===== config.mk =====
export PLATFORM = sky130hd
export DESIGN_NAME = gpio_key_debounce
export DESIGN_NICKNAME = d
export VERILOG_FILES = /design/src/rtl/debounce_channel.sv /design/src/rtl/gpio_key_debounce.sv
export SDC_FILE = /design/constraint.sdc
export NUM_CORES = 1
export LEC_CHECK = 0
export BUFFER_PORTS_ARGS = -buffer_cell sky130_fd_sc_hd__buf_2
export CAP_MARGIN = 20
export CORE_MARGIN = 10
export CORE_UTILIZATION = 50
export DETAILED_ROUTE_END_ITERATION = 12
export GPL_TIMING_DRIVEN = 1
export PLACE_DENSITY = 0.74
export SLEW_MARGIN = 20
export SYNTH_ARGS = -nofsm -noshare
export SYNTH_HDL_FRONTEND = slang
export SYNTH_SLANG_ARGS = --single-unit

===== constraint.sdc =====
create_clock -name clock -period 3.9 [get_ports clock]
set_input_delay 0.78 -clock clock [delete_from_list [all_inputs] [get_ports clock]]
set_output_delay 0.78 -clock clock [all_outputs]
set_load 0.02 [all_outputs]

===== src/rtl/debounce_channel.sv =====
// Single-channel input conditioner: 2-flop synchroniser, tick-driven stability
// counter, debounced level, one-cycle edge pulses and a sticky event flag.
module debounce_channel #(
    parameter int unsigned STABLE_TICKS = 5,
    parameter logic        RESET_LEVEL  = 1'b1
) (
    input  logic clk_i,
    input  logic rst_ni,
    input  logic pad_i,
    input  logic tick_i,
    input  logic event_clr_i,
    output logic level_o,
    output logic rise_o,
    output logic fall_o,
    output logic event_o
);

    localparam int unsigned     CntW    = $clog2(STABLE_TICKS + 1);
    localparam logic [CntW-1:0] CntLast = CntW'(STABLE_TICKS - 1);

    logic            sync_meta_q, sync_meta_d;
    logic            sync_q, sync_d;
    logic [CntW-1:0] cnt_q, cnt_d;
    logic            level_q, level_d;
    logic            rise_q, rise_d;
    logic            fall_q, fall_d;
    logic            event_q, event_d;

    // Next-state: synchroniser shift, stability count on ticks, sticky event
    always_comb begin
        sync_meta_d = pad_i;
        sync_d      = sync_meta_q;
        cnt_d       = cnt_q;
        level_d     = level_q;
        rise_d      = 1'b0;
        fall_d      = 1'b0;
        // A pulse visible this cycle sets the flag even if a clear arrives with it
        event_d     = (event_q & ~event_clr_i) | rise_q | fall_q;
        if (tick_i) begin
            if (sync_q == level_q) begin
                cnt_d = '0;
            end else if (cnt_q == CntLast) begin
                level_d = sync_q;
                cnt_d   = '0;
                rise_d  = sync_q;
                fall_d  = ~sync_q;
            end else begin
                cnt_d = cnt_q + CntW'(1);
            end
        end
    end

    // State registers; reset leaves level at the idle pad value so no edge is seen
    always_ff @(posedge clk_i or negedge rst_ni) begin
        if (!rst_ni) begin
            sync_meta_q <= RESET_LEVEL;
            sync_q      <= RESET_LEVEL;
            cnt_q       <= '0;
            level_q     <= RESET_LEVEL;
            rise_q      <= 1'b0;
            fall_q      <= 1'b0;
            event_q     <= 1'b0;
        end else begin
            sync_meta_q <= sync_meta_d;
            sync_q      <= sync_d;
            cnt_q       <= cnt_d;
            level_q     <= level_d;
            rise_q      <= rise_d;
            fall_q      <= fall_d;
            event_q     <= event_d;
        end
    end

    assign level_o = level_q;
    assign rise_o  = rise_q;
    assign fall_o  = fall_q;
    assign event_o = event_q;

endmodule


===== src/rtl/gpio_key_debounce.sv =====
// GPIO key conditioner: shared sample-tick prescaler feeding WIDTH independent
// debounce channels, plus the masked interrupt reduction.
module gpio_key_debounce #(
    parameter int unsigned     WIDTH        = 8,
    parameter int unsigned     TICK_DIV     = 24000,
    parameter int unsigned     STABLE_TICKS = 5,
    parameter logic [WIDTH-1:0] RESET_LEVEL = {WIDTH{1'b1}}
) (
    input  logic             clock,
    input  logic             reset_n,
    input  logic [WIDTH-1:0] pad_i,
    input  logic [WIDTH-1:0] event_clr_i,
    input  logic [WIDTH-1:0] irq_mask_i,
    output logic [WIDTH-1:0] level_o,
    output logic [WIDTH-1:0] rise_o,
    output logic [WIDTH-1:0] fall_o,
    output logic [WIDTH-1:0] event_o,
    output logic             irq_o,
    output logic             tick_o
);

    localparam int unsigned    PcW    = $clog2(TICK_DIV);
    localparam logic [PcW-1:0] PcLast = PcW'(TICK_DIV - 1);

    logic [PcW-1:0] pc_q, pc_d;

    // Prescaler wraps at TICK_DIV-1; the terminal count is the sample tick
    always_comb begin
        tick_o = (pc_q == PcLast);
        pc_d   = tick_o ? '0 : pc_q + PcW'(1);
    end

    // Prescaler register
    always_ff @(posedge clock or negedge reset_n) begin
        if (!reset_n) begin
            pc_q <= '0;
        end else begin
            pc_q <= pc_d;
        end
    end

    for (genvar i = 0; i < WIDTH; i++) begin : g_chan
        debounce_channel #(
            .STABLE_TICKS (STABLE_TICKS),
            .RESET_LEVEL  (RESET_LEVEL[i])
        ) u_chan (
            .clk_i       (clock),
            .rst_ni      (reset_n),
            .pad_i       (pad_i[i]),
            .tick_i      (tick_o),
            .event_clr_i (event_clr_i[i]),
            .level_o     (level_o[i]),
            .rise_o      (rise_o[i]),
            .fall_o      (fall_o[i]),
            .event_o     (event_o[i])
        );
    end

    // Interrupt is decoded straight from the event flags
    always_comb begin
        irq_o = |(event_o & irq_mask_i);
    end

endmodule


Yosys cells after proc, flatten, opt, wreduce, memory -nomap -nowiden:

Cells that the tools add are included.

* bits in registers: 87
* input bits: 26
* output and inout port bits: 34

* add/subtract/negate cells: 9
* equality and inequality tests: 17
* muxes and demuxes: 65
* bitwise logic cells: 49
* reduce and logical (&&, ||, !) cells: 9

Operators by type and width (count)
* $mux 1: 48
* $mux 3: 16
* $add 3x1->3 const B: 8
* $eq 3x3->1 const B: 8
* $not 1->1: 24
* $reduce_and 3->1: 8
* $or 1x1->1: 16
* $add 15x1->15 const B: 1
* $eq 15x15->1 const B: 1
* $mux 15: 1
* $and 1x1->1: 8
* $and 8x8->8: 1
* $eq 1x1->1: 8
* $reduce_or 8->1: 1

Logic depth before layout (Yosys ltp):

Gate-level depths: netlist (run 1).

* depth after elaboration: 4
* depth in mapped cells: 8
* depth with buffers taken out: 6

Modules after synthesis:

A second synthesis (run 1) with hierarchy kept.

* cell total of the unflattened synthesis: 320
* area, all modules: 3809.9 um2

Modules (own cells, without submodules)
* debounce_channel: instances 8, cells each 31, area an instance 377.9 um2, sequential area each 229.0 um2
* gpio_key_debounce: instances 1, cells each 72, area an instance 787.0 um2, sequential area each 375.4 um2

Least setup slack after synthesis (run 1):

No wires, ideal clock.

* path type: register to output
* from: reg pc_q[0]
* to: out tick_o
* arrival time: 1.525 ns
* required time: 3.120 ns
* slack: 1.595 ns
* cell stages (with the launch flop): 8
* path buffers: 3
* cell sequence: dfrtp_1 ha_1 and4b_1 nand4_4 clkinv_2 buf_8 buf_4 buf_6

* cells in the longest elaborated chain, start to end: 1

Ends and longest elaborated chain
* start: declaration: RTL line gpio_key_debounce.sv:25 `logic [PcW-1:0] pc_q, pc_d;`
* start signal: assignment: RTL line gpio_key_debounce.sv:38 `pc_q <= pc_d;`
* $eq 15x15->1: RTL line gpio_key_debounce.sv:29 `tick_o = (pc_q == PcLast);`
* end: declaration: RTL line gpio_key_debounce.sv:19 `output logic tick_o`

No other way between the ends.

Worst setup path after layout (run 1):

Same ends and word-level chain as after synthesis.

==> qor.csv, run 1 <==
metric;value;unit
met1 Usage GRT;0.1290;
DRC Markers;0;
clk sinks;87;
commonest non-fill, non-tap cell in the layout;dfrtp_1;
Core Region;7807;um^2
Avg Cell Area, Syn;11.52;um^2
Mapped Nets;394;
crit start category;flop;
die width;109.9;um
MaxCap Viol Count;0;
Post-CTS Repair Setup Buffers;0;
HP Class;reg2reg;
status;complete, no violations;
Area Growth Syn to Fin;9.465;%
I/O Buffers;59;
CP required;3.12;ns
Slew Viols, Final;0;
Num CTS Buffers;9;
YS warnings;0;
R2R Path Start;pc_q[0]$_DFF_PN0_;
Worst path max stage delay;0.42;ns
Syn Inst Count;351;
Reg power frac;0.551;
final hold violations;0;
fmax;393.3;MHz
DP HPWL;4849;um
vias in the first global route;2498;
ratio of cells with drive above 1 in the final layout;0.3059;
Global Route met3 Usage;0.05208;
minimum clock period;2.543;ns
Crit Path Class;reg2out;
antenna violations before repair;0;
Final ANT Viol Nets;0;
CP max FO;10;
Worst Skew;0.01201;ns
Net Sw Frac;0.1983;
Worst path depth;5;
# rows;32;
sequential fraction of the synthesis area;0.5456;
CTS tree;done;
routed wire length;6953;um
Bufs on Longest Clock Path;2;
I/O pin count;60;
VDD IR max;155.6;uV
via density per instance;5.204;
Leak Pwr;2.139;nW
Min Hold Slack;0.3455;ns
Reg clk slew, reported paths;0.09;ns
cell chain of the critical path;ha_1 -> and4b_1 -> nand4_4 -> clkinv_2 -> buf_2;
DIE HEIGHT;109.9;um
RSZ-0062 raised after global routing;false;
post-layout util;0.5671;
cell family with most CP delay;simple AND/OR/NAND/NOR gates;
CTS Hold Buffers Added;0;
GP Congestion;0.7438;
Worst Tran Pin Value;0.7342;ns
Pre-Repair DR Iteration Count;4;
Crit Reg-Reg Endpoint;g_chan[7].u_chan.level_o$_DFFE_PN1P_;
synthesized flop and latch total;87;
Netlist cell types;38;
clock latency on the worst-skew pair;0.36;ns
die area;12090;um^2
cell count of the worst reg-to-reg path;7;
Most Used Layer, Global Route;met2;
Mapped Area;4045;um^2
gr usage total;0.1173;
CP Launch Point;pc_q[0]$_DFF_PN0_;
vias;2555;
number of DRC markers in iteration 0;115;
Slew HR;0.5105;
crit end category;primary output;
largest net degree at the start of global routing;88;
DR WL/cell;14.16;um
grt total ovfl;0;
first-pass GRT wire length;11310;um
final net count;427;
switching power;0.0003322;W
met2 usage in global routing;0.1990;
post-CTS resize count;0;
Gate power share;0.022;
slowest stage cell, crit path;dfrtp_1;
ANT cells;0;
H-Tree Depth;3;
reg2reg setup slack;1.58;ns
Power Dens Cells;378.4;nW/um^2
buffer and inverter count on the worst path;2;
clock power share;0.427;
most frequent cells in the layout;dfrtp_1 (63), buf_2 (58), o21ai_0 (33);
Power Internal;0.001343;W
Initial Util;0.5181;
Setup TNS;0;ns
Final setup viols;0;
Root Driver;clkbuf_8;
critical path arrival;1.76;ns
CP endpoint;tick_o;
post-route clock period utilization;0.6520;
[power groups by stage]
stage / Clock [W] / Combinational, W / Sequential (W)
2_1_floorplan: 0 / 0.00000696 / 0.000939
3_3_place_gp: 0 / 0.0000374 / 0.000939
3_5_place_dp: 0 / 0.0000378 / 0.000940
4_1_cts: 0.000740 / 0.0000381 / 0.000923
5_1_grt: 0.000776 / 0.0000422 / 0.000924
6_report: 0.000716 / 0.0000366 / 0.000923
[registers in the layout (all words and copies together) (netlist names)]
| name | cells |
|---|---|
| g_chan.u_chan.event_o | 8 |
| g_chan.u_chan.sync_d | 8 |
| g_chan.u_chan.cnt_q | 24 |
| g_chan.u_chan.level_o | 8 |
| g_chan.u_chan.sync_q | 8 |
| g_chan.u_chan.rise_o | 8 |
| pc_q | 15 |
| g_chan.u_chan.fall_o | 8 |
[how the worst min path moves through the flow]
stage	startpoint	endpoint	slack, ns	cells after the start
after floorplan	g_chan[0].u_chan.sync_d$_DFF_PN1_	g_chan[0].u_chan.sync_q$_DFF_PN1_	0.35	0
after global placement	g_chan[6].u_chan.sync_d$_DFF_PN1_	g_chan[6].u_chan.sync_q$_DFF_PN1_	0.35	0
after detailed placement	g_chan[1].u_chan.sync_d$_DFF_PN1_	g_chan[1].u_chan.sync_q$_DFF_PN1_	0.35	0
after CTS	g_chan[5].u_chan.sync_d$_DFF_PN1_	g_chan[5].u_chan.sync_q$_DFF_PN1_	0.35	0
after global routing	g_chan[5].u_chan.sync_d$_DFF_PN1_	g_chan[5].u_chan.sync_q$_DFF_PN1_	0.35	0
final	g_chan[5].u_chan.sync_d$_DFF_PN1_	g_chan[5].u_chan.sync_q$_DFF_PN1_	0.35	0
[final cells by class]
class                   count  area, um^2
clock inverters             3       65.06
flip-flops and latches     87        2207
repair buffers             60       309.0
fillers                   677        3379
clock buffers              13       168.9
multi-input cells         201        1455
well taps                 102       127.6
inverters                  25       95.09
[synthesized netlist by cell type]
cell | instances | area, um^2
and4bb_4 | 1 | 16.27
nand3_1 | 24 | 120.1
buf_4 | 33 | 247.7
mux2_2 | 1 | 11.26
nor3b_1 | 26 | 195.2
xnor2_1 | 4 | 35.03
nand4b_1 | 7 | 61.31
xor2_1 | 16 | 140.1
o21ai_0 | 33 | 165.2
and3_2 | 1 | 7.510
nand4_1 | 4 | 25.02
clkinv_2 | 1 | 5.000
a21oi_1 | 8 | 40.04
nand2_1 | 10 | 37.54
nand2b_1 | 1 | 6.260
o21ai_1 | 1 | 5.000
nor4_1 | 1 | 6.260
and2_1 | 1 | 6.260
buf_2 | 2 | 10.01
nand4_4 | 1 | 21.27
buf_6 | 1 | 11.26
ha_1 | 17 | 212.7
dfrtp_1 | 63 | 1577
and4_1 | 1 | 8.760
inv_1 | 24 | 90.09
dfstp_2 | 24 | 630.6
nand3_4 | 1 | 17.52
clkbuf_1 | 1 | 3.750
and3_1 | 3 | 18.77
mux2_4 | 7 | 105.1
o41ai_1 | 1 | 8.760
nand3_2 | 6 | 60.06
nor2_1 | 18 | 67.56
and4b_1 | 1 | 10.01
a22oi_1 | 4 | 30.03
a21bo_2 | 1 | 10.01
o22ai_1 | 1 | 6.260
buf_8 | 1 | 15.01
[cell families (layout without fill, tap and decap cells)]
family	after synthesis	after routing	share of synthesized area
adder cells (fa/ha/maj)	17	17	0.05258
buffers and inverters	63	101	0.09465
AO/OA/AOI/OAI	49	49	0.06558
flip-flops	87	87	0.5456
XOR/XNOR	20	20	0.04330
multiplexers	8	8	0.02877
AND/OR/NAND/NOR	107	107	0.1695
[routing by layer]
layer  vias to the layer above  wire [um]
li1                       1239          -
met1                      1260       2839
met2                        49       3508
met3                         7        548
met4                         0         57
met5                         -          0
[stage by stage]
| stage | power (W) | setup WS, ns | instance area [um^2] | std cells |
|---|---|---|---|---|
| global placement | 0.0009769 | 1.645 | 4190 | 475 |
| global route | 0.001742 | 1.200 | 4428 | 491 |
| finish | 0.001675 | 1.357 | 4428 | 491 |
| CTS | 0.001701 | 1.324 | 4424 | 491 |
| floorplan | 0.0009456 | 1.595 | 4045 | 351 |
| detailed placement | 0.0009777 | 1.601 | 4190 | 475 |
(Power assumes the default switching activity.)
==> inputs of run 2 (changes only) <==
- ABC_AREA: not set -> 1
- clock period: 3.9 -> 2.47 ns (I/O delays scaled with it)
==> qor.csv, run 2 <==
metric;value;unit;change
placed instance area;4408;um^2;+5.2%
top flop regs;g_chan.u_chan.cnt_q (24), pc_q (15);;
routed wire length;7749;um;+11%
CP max FO;9;;-1
die area;12540;um^2;+3.8%
ys async rst share;1.000;;unchanged
Most Frequent Cell on Critical Path;nand2_1;;
commonest non-fill, non-tap cell in the layout;nand2_1;;
post-layout util;0.5586;;-0.008597
critical path arrival;1.69;ns;-0.07 ns
Area Growth Syn to Fin;8.457;%;
post-CTS resize count;0;;unchanged
# rows;33;;+3.1%
Seq. cell area;2207;um^2;unchanged
Avg Cell Area, Syn;9.362;um^2;-19%
DP Worst Slack;0.6349;ns;-0.9658 ns
I/O Buffers;59;;unchanged
top cells by count, synth;nand2_1 (66), dfrtp_1 (63), inv_1 (57);;
crit end category;primary output;;
Worst Skew;0.009846;ns;-0.002159 ns
Power Dens Cells;528.5;nW/um^2;+40%
CTS tree;done;;
post-route insts no fill;600;;+22%
final net count;533;;+25%
Post-synth EDFFs;0;;unchanged
Leak Pwr;2.446;nW;+14%
Post-Place Cells;584;;+23%
most frequent cells in the layout;nand2_1 (66), dfrtp_1 (63), buf_2 (58);;
Crit Path Class;reg2out;;
number of DRC markers in iteration 0;153;;+33%
sequential fraction of the synthesis area;0.5216;;-0.02404
clock latency on the worst-skew pair;0.36;ns;about the same
H-Tree Depth;3;;unchanged
cell count of the worst reg-to-reg path;7;;unchanged
Root Driver;clkbuf_8;;
status;complete, no violations;;
HP Class;in2async;;
minimum clock period;2.186;ns;
gr usage total;0.1300;;+0.01273
first-pass GRT wire length;13650;um;+21%
RSZ-0062 raised after global routing;false;;
I/O pin count;60;;unchanged
cell family with most CP delay;buffers and inverters;;
die width;112.0;um;+1.9%
via density per instance;4.922;;-5.4%
vias in the first global route;3027;;+21%
Most Used Layer, Global Route;met2;;
ratio of cells with drive above 1 in the final layout;0.2707;;-0.03521
buffer and inverter count on the worst path;4;;+2
Core Region;8217;um^2;+5.2%
fmax;457.4;MHz;
Worst Tran Pin Value;0.5448;ns;-0.1894 ns
VDD IR max;238.8;uV;+53%
vias;2953;;+16%
Post-synth top flop;dfrtp_1;;
crit start category;flop;;
DIE HEIGHT;112.0;um;+1.9%
met2 usage in global routing;0.2277;;+0.02868
DRC Markers;0;;unchanged
Bufs on Longest Clock Path;2;;unchanged
Initial Util;0.5150;;-0.003110
Global Route met3 Usage;0.04509;;-0.006989
fin worst setup slack;0.2836;ns;-1.073 ns
CTS Hold Buffers Added;0;;unchanged
Synth area leaders;dfrtp_1 (37%), dfstp_2 (15%), nand2_1 (5.9%), buf_4 (5.7%), inv_1 (5.1%);;
Post-CTS Repair Setup Buffers;0;;unchanged
filler cell count;735;;+8.6%
post-route clock period utilization;0.8852;;
DR WL/cell;12.92;um;-8.8%
Final ANT Viol Nets;0;;unchanged
Mapped Nets;495;;+26%
Design Area, Final;4589;um^2;+3.6%
reg2reg setup slack;0.61;ns;-0.97 ns
Final setup viols;0;;unchanged
synthesized flop and latch total;87;;unchanged
area leader, netlist;dfrtp_1;;
Syn Inst Count;452;;+29%
met1 Usage GRT;0.1426;;+0.01362
cell chain of the critical path;nand2_2 -> inv_2 -> nand2_1 -> nor2_2 -> buf_4 -> nand2_1 -> inv_1 -> buf_2;;
Pre-Repair DR Iteration Count;4;;unchanged
cell with the most instances after synthesis;nand2_1;;
ANT cells;0;;unchanged
Slew HR;0.6368;;+0.1263
MaxCap Viol Count;0;;unchanged
final hold violations;0;;unchanged
YS warnings;0;;unchanged
Worst path depth;8;;+3
largest net degree at the start of global routing;45;;-49%
GP Congestion;0.8387;;+13%
Mapped Area;4232;um^2;+4.6%
Slew Viols, Final;0;;unchanged
area share of the largest cell type after synthesis;0.3726;;-0.01717
max reg flops;24;;unchanged
clk sinks;87;;unchanged
Reg clk slew, reported paths;0.09;ns;about the same
grt total ovfl;0;;unchanged
DP HPWL;5751;um;+19%
Setup TNS;0;ns;unchanged
Num CTS Buffers;9;;unchanged
antenna violations before repair;0;;unchanged
Worst path max stage delay;0.44;ns;+0.02 ns
CP required;1.98;ns;-1.14 ns
Netlist cell types;25;;-34%
Biggest register;g_chan.u_chan.cnt_q;;
slowest stage cell, crit path;dfrtp_1;;
multi-input logic area;1491;um^2;+2.5%
==> run 2: changes by cell type in the layout (fill, tap and decap cells not counted), sizes merged, moves of 7 or more <==
cell,change
mux2,-8
nand4b,-7
inv,+41
nor3b,-26
nor2,+37
nand2,+60
nand4,+14
nand3,+8
==> run 2: power breakdown <==
part	leakage (nW)	switching [W]	internal, W
clock	0.0926	0.000504	0.000396
combinational	1.24	0.0000456	0.0000224
sequential	1.12	0.00000974	0.00145
total	2.45	0.000559	0.00187
==> run 2: layer usage <==
metal	vias to the layer above	part of all wire
met3	11	0.065
met5	-	0
li1	1491	-
met4	0	0.015
met1	1387	0.41
met2	64	0.51
==> run 2: final timing paths <==
| check | startpoint | to |
|---|---|---|
| setup reg to reg | pc_q[0]$_DFF_PN0_ | g_chan[1].u_chan.cnt_q[0]$_DFFE_PN0N_ |
| max in group asynchronous | reset_n | g_chan[3].u_chan.sync_q$_DFF_PN1_ |
| hold reg to reg | g_chan[7].u_chan.sync_d$_DFF_PN1_ | g_chan[7].u_chan.sync_q$_DFF_PN1_ |
| setup / recovery | pc_q[7]$_DFF_PN0_ | tick_o |
| hold / removal | reset_n | g_chan[6].u_chan.event_o$_DFF_PN0_ |
| min in group clock | pad_i[6] | g_chan[6].u_chan.sync_d$_DFF_PN1_ |
==> run 2: cell type report <==
class	count	share of cell area
tap	105	0.02863
sequential	87	0.4809
clock inverter	6	0.009542
timing repair buffer	64	0.07306
multi-input combinational	264	0.3250
clock buffer	10	0.02999
inverter	64	0.05289
==> run 2: per-stage QoR <==
stage	hold WS (ns)	power, W
floorplan	0.1984	0.001498
global placement	0.3457	0.001553
detailed placement	0.3468	0.001556
CTS	0.1132	0.002477
global route	0.1357	0.002536
finish	0.1009	0.002426
==> run 2: kinds of logic (layout without fill, tap and decap cells) <==
group,after synthesis,in the layout,share of synthesized area
flip-flops,87,87,0.5216
AND/OR/NAND/NOR,187,187,0.2037
XOR/XNOR,18,18,0.03726
buffers and inverters,101,144,0.1260
AO/OA/AOI/OAI,42,42,0.06121
adder cells (fa/ha/maj),17,17,0.05027
